$ cat src/rtl/sp_ram_param.sv
// Single-port byte-lane RAM with a selectable read/write collision mode and a hardware clear sequencer.
// Optional output register stage: define SP_RAM_OUTREG_EN for a read latency of 2 instead of 1.
//
// state    | meaning
// ST_RESET | held in reset, array untouched, busy
// ST_CLEAR | zeroing address r_cnt each cycle, busy
// ST_READY | accepting accesses and clear requests
module sp_ram_param #(
   parameter int DATA_W     = 16,
   parameter int ADDR_W     = 6,
   parameter int BYTE_W     = 8,
   parameter int WRITE_MODE = 0
) (
   input  logic                       CLK,
   input  logic                       RST_N,
   input  logic                       en,
   input  logic [DATA_W/BYTE_W-1:0]   we,
   input  logic [ADDR_W-1:0]          address,
   input  logic [DATA_W-1:0]          DI,
   input  logic                       clr,
   output logic [DATA_W-1:0]          DO,
   output logic                       do_valid,
   output logic                       busy
);

   localparam int NB    = DATA_W / BYTE_W;
   localparam int DEPTH = 1 << ADDR_W;
   // Out-of-range modes fall back to read-first.
   localparam int WM    = (WRITE_MODE == 1 || WRITE_MODE == 2) ? WRITE_MODE : 0;
   localparam logic [ADDR_W-1:0] LAST = ADDR_W'(DEPTH - 1);

   typedef enum logic [1:0] {
      ST_RESET = 2'd0,
      ST_CLEAR = 2'd1,
      ST_READY = 2'd2
   } state_t;

   state_t              r_state;
   state_t              w_state_nxt;
   logic [ADDR_W-1:0]   r_cnt;
   logic [ADDR_W-1:0]   w_cnt_nxt;
   logic [DATA_W-1:0]   r_mem [DEPTH];
   logic [DATA_W-1:0]   w_rd;
   logic [DATA_W-1:0]   w_merged;
   logic [DATA_W-1:0]   r_do;
   logic                r_vld;
   logic                w_access;
   logic                w_clr_wr;

   always_ff @(posedge CLK) begin
      if (!RST_N) begin
         r_state <= ST_RESET;
         r_cnt   <= '0;
      end else begin
         r_state <= w_state_nxt;
         r_cnt   <= w_cnt_nxt;
      end
   end

   always_comb begin
      w_state_nxt = r_state;
      w_cnt_nxt   = r_cnt;
      case (r_state)
         ST_RESET: begin
            w_state_nxt = ST_CLEAR;
            w_cnt_nxt   = '0;
         end
         ST_CLEAR: begin
            if (r_cnt == LAST) begin
               w_state_nxt = ST_READY;
            end else begin
               w_cnt_nxt = r_cnt + ADDR_W'(1);
            end
         end
         ST_READY: begin
            if (clr) begin
               w_state_nxt = ST_CLEAR;
               w_cnt_nxt   = '0;
            end
         end
         default: begin
            w_state_nxt = ST_RESET;
            w_cnt_nxt   = '0;
         end
      endcase
   end

   assign busy     = (r_state != ST_READY);
   // A clear request in the same cycle as an access drops the access.
   assign w_access = (r_state == ST_READY) && en && !clr;
   assign w_clr_wr = (r_state == ST_CLEAR);
   assign w_rd     = r_mem[address];

   always_comb begin
      w_merged = w_rd;
      for (int i = 0; i < NB; i++) begin
         if (we[i]) begin
            w_merged[i*BYTE_W +: BYTE_W] = DI[i*BYTE_W +: BYTE_W];
         end
      end
   end

   always_ff @(posedge CLK) begin
      if (RST_N) begin
         if (w_clr_wr) begin
            r_mem[r_cnt] <= '0;
         end else if (w_access) begin
            r_mem[address] <= w_merged;
         end
      end
   end

   always_ff @(posedge CLK) begin
      if (!RST_N) begin
         r_do  <= '0;
         r_vld <= 1'b0;
      end else begin
         r_vld <= 1'b0;
         if (w_access) begin
            if (we == '0) begin
               r_do  <= w_rd;
               r_vld <= 1'b1;
            end else if (WM == 1) begin
               r_do  <= w_merged;
               r_vld <= 1'b1;
            end else if (WM == 0) begin
               r_do  <= w_rd;
               r_vld <= 1'b1;
            end
         end
      end
   end

`ifdef SP_RAM_OUTREG_EN
   logic [DATA_W-1:0] r_do_q;
   logic              r_vld_q;

   always_ff @(posedge CLK) begin
      if (!RST_N) begin
         r_do_q  <= '0;
         r_vld_q <= 1'b0;
      end else begin
         r_do_q  <= r_do;
         r_vld_q <= r_vld;
      end
   end

   assign DO       = r_do_q;
   assign do_valid = r_vld_q;
`else
   assign DO       = r_do;
   assign do_valid = r_vld;
`endif

endmodule

$ cat config.mk
export PLATFORM = sky130hd
export DESIGN_NAME = sp_ram_param
export DESIGN_NICKNAME = d
export VERILOG_FILES = /design/src/rtl/sp_ram_param.sv
export SDC_FILE = /design/constraint.sdc
export NUM_CORES = 1
export LEC_CHECK = 0
export ABC_AREA = 1
export ABC_CLOCK_PERIOD_IN_PS = 6100
export CAP_MARGIN = 10
export CORE_ASPECT_RATIO = 1.1
export CORE_MARGIN = 2
export CORE_UTILIZATION = 30
export DETAILED_ROUTE_END_ITERATION = 8
export DONT_BUFFER_PORTS = 1
export PLACE_DENSITY = 0.5
export SYNTH_ARGS = -nofsm -noshare
export SYNTH_HDL_FRONTEND = slang
export SYNTH_SLANG_ARGS = --single-unit
export TNS_END_PERCENT = 10
$ cat constraint.sdc
create_clock -name CLK -period 6.1 [get_ports CLK]
set_input_delay 1.22 -clock CLK [delete_from_list [all_inputs] [get_ports CLK]]
set_output_delay 1.22 -clock CLK [all_outputs]
set_load 0.1 [all_outputs]
==> results of run 1 <==
[where the power goes]
group	switching, mW	leakage [nW]	internal, mW
sequential	0.00264	11.5	7.79
combinational	0.372	5.27	0.162
clock	2.79	1.61	3.48
total	3.17	18.4	11.4
[critical path, cell delays in order]
cell     delay, ns
inv_8         1.25
buf_12        0.36
buf_4         0.28
nand2_1       0.07
nand3_1       0.07
nand3_1       0.10
nand2_1       0.08
nand2_1       0.05
nand3_1       0.09
nand3_1       0.22
nand3_1       0.18
nand2_1       0.07
inv_2         0.81
[cell usage after synthesis, types with 2 or more instances]
library cell | instances | share of area
o21ai_0 | 5 | 0.00058
buf_1 | 50 | 0.0044
nand2_1 | 1331 | 0.12
o21ai_2 | 5 | 0.0010
nor2_1 | 137 | 0.012
nand2_2 | 9 | 0.0013
nor3_1 | 2 | 0.00023
clkbuf_1 | 101 | 0.0089
clkinv_1 | 2 | 0.00018
dfxtp_1 | 25 | 0.012
nand3_2 | 3 | 0.00070
nand3_1 | 898 | 0.11
inv_1 | 53 | 0.0047
inv_2 | 7 | 0.00061
edfxtp_1 | 1024 | 0.72
nand4_2 | 3 | 0.00088
buf_2 | 78 | 0.0091
a21oi_1 | 3 | 0.00035
[layer usage]
layer	wire (um)	vias to the layer above
li1	-	13000
met1	55100	13900
met2	59000	917
met3	8040	195
met4	3960	2
met5	16	-
[final timing paths]
path	startpoint	endpoint	slack (ns)	depth (start not counted)
min reg2reg	r_cnt[5]	r_cnt[5]	0.51	2
min	r_cnt[5]	r_cnt[5]	0.51	2
max	address[0]	r_mem[6][15]	0.45	13
max reg2reg	r_state[0]	r_mem[33][0]	1.97	12
[area by class of cell]
class,count,area [um2]
Inverter,62,250
Clock buffer,121,2710
Tap cell,1911,2390
Clock inverter,69,561
Antenna cell,2,5.00
Fill cell,14200,93300
Sequential cell,1049,31300
Timing Repair Buffer,102,1040
Multi-Input combinational cell,2405,10300
[stage by stage]
step                       util  instance area (um2)  power, mW
final                     0.342                48600       14.6
after global routing      0.342                48500       15.0
after CTS                 0.342                48500       14.7
after detailed placement  0.319                45300       8.48
after global placement    0.319                45300       8.48
after floorplan               -                42800       8.37
[state kept, by name (all words and copies together) (netlist names)]
name and flops:
r_mem 1024, r_cnt 6, r_state 2, do_valid 1, DO 16
[placed cells by master (no fill, tap or decap), types with 4 or more instances in the layout]
| cell type | instances |
|---|---|
| clkinv_1 | 25 |
| clkbuf_16 | 106 |
| o21ai_0 | 5 |
| o21ai_2 | 5 |
| clkbuf_1 | 15 |
| nand3_1 | 898 |
| edfxtp_1 | 1024 |
| clkinv_2 | 25 |
| buf_12 | 22 |
| dfxtp_1 | 25 |
| buf_4 | 80 |
| nor2_2 | 6 |
| nor2_1 | 131 |
| inv_2 | 22 |
| bufinv_16 | 7 |
| nand2_2 | 9 |
| nand2_1 | 1331 |
| inv_1 | 36 |
| clkinvlp_4 | 4 |
[kinds of logic after synthesis]
logic type      share of synthesized area
compound gates                    0.00287
simple gates                        0.238
buf+inv                            0.0281
flops                               0.730
fa+ha+maj                        0.000292
==> metrics.md, run 1 <==
| Metric | Value |
|---|---|
| Status | finished with violations |
| Failing checks | slew limit |
| Crit end category | flip-flop |
| Synth Instances | 3,746 |
| Post-route setup slack | 0.450 ns |
| Synthesis-to-finish area growth | 13.5% |
| Syn Std Cell Area | 0.0428 mm2 |
| Critical path class | in -> reg |
| Dpl ws | 1.37 ns |
| Synth warnings | 0 |
| Final Slew Violations | 301 |
| Share of cells above drive strength 1 | 0.0811 |
| Total number of vias | 28.1k |
| Number of buffer cells added on primary ports | 0 |
| Met2 usage | 0.278 |
| Leakage | 18.4 nW |
| Die Width | 364 um |
| Worst Hold Class | reg -> reg |
| Met3 usage | 0.0260 |
| Distinct cell type count after synthesis | 28 |
| FF+latch count, synth | 1,049 |
| First-pass GRT wire length | 185 mm |
| Req. time, crit path | 6.43 ns |
| Die H | 400 um |
| Post-synth EDFFs | 1,024 |
| Site Rows | 145 |
| CTS tree | done |
| PostCTS Resize Cnt | 0 |
| Placed insts | 5,528 |
| Tightest Pin Transition | 2.78 ns |
| CORE AREA | 0.142 mm2 |
| Clk slew on worst S/H paths | 0.06 ns |
| RePlAce Congestion | 0.792 |
| FFs w/ async S/R, synth | 0 |
| Worst Path Max Fanout | 513 |
| Post-Route WL | 126 mm |
| Remaining antenna violation count | 0 |
| DRC Markers | 0 |
| CTS max path bufs | 3 |
| Final min period | 5.65 ns |
| Clock sinks | 1,049 |
| Prevailing post-synth register cell | edfxtp_1 |
| Worst Skew | 0.0253 ns |
| I/O pin cnt | 46 |
| MaxCap Viol Count | 0 |
| Peak supply drop | 0.000286 V |
| Setup repair bufs after CTS | 0 |
| TritonCTS buffer count | 104 |
| First-pass iteration count of the detailed router | 6 |
| RSZ-0062 raised after global routing | no |
| Total track usage | 0.171 |
| Syn_area_per_cell | 11.4 um2 |
| WP data arrival | 5.98 ns |
| Routed len/inst | 22.0 um |
| Detailed Place HPWL | 65.4 mm |
| CTS Hold Bufs | 0 |
| Setup Total Neg Slack | 0 ns |
| Grt met1 use | 0.232 |
| Skew-Pair Late Insertion Delay | 0.71 ns |
| Final setup vio count | 0 |
| DR iter-0 viols | 2,977 |
| Nets | 3,753 |
| Largest net degree at the start of global routing | 514 |
| Fmax | 0.177 GHz |
| Most Crowded Layer GR | met2 |
| PD cells | 301 mW/mm2 |
| Global route total overflow | 0 |
| Die ar. | 0.146 mm2 |
| Seq/Total Area, Yosys | 0.730 |
| H-tree depth | 3 |
| Antenna violations before repair | 8 |
| Final hold vios | 0 |
| Slew HR | -0.850 |
| Synth Net Count | 3,775 |
| DR vias/cell | 4.90 |
| Root Buffer Master | clkbuf_16 |
| Hold Slack | 0.511 ns |
| Starting Density | 0.302 |
| Final Cycle Share | 0.926 |
| Vias in the first global route | 26.9k |
| Crit start category | input port |
| Fin cells | 5,721 |
No activity file was read; power rests on OpenSTA's default activity.
==> run 2: changes to the inputs <==
CTS_CLUSTER_SIZE = 25   (was not set)
SKIP_CTS_REPAIR_TIMING = 1   (was not set)
==> results of run 2 <==
Final layout, timing and power as in run 1 (identical DEF).
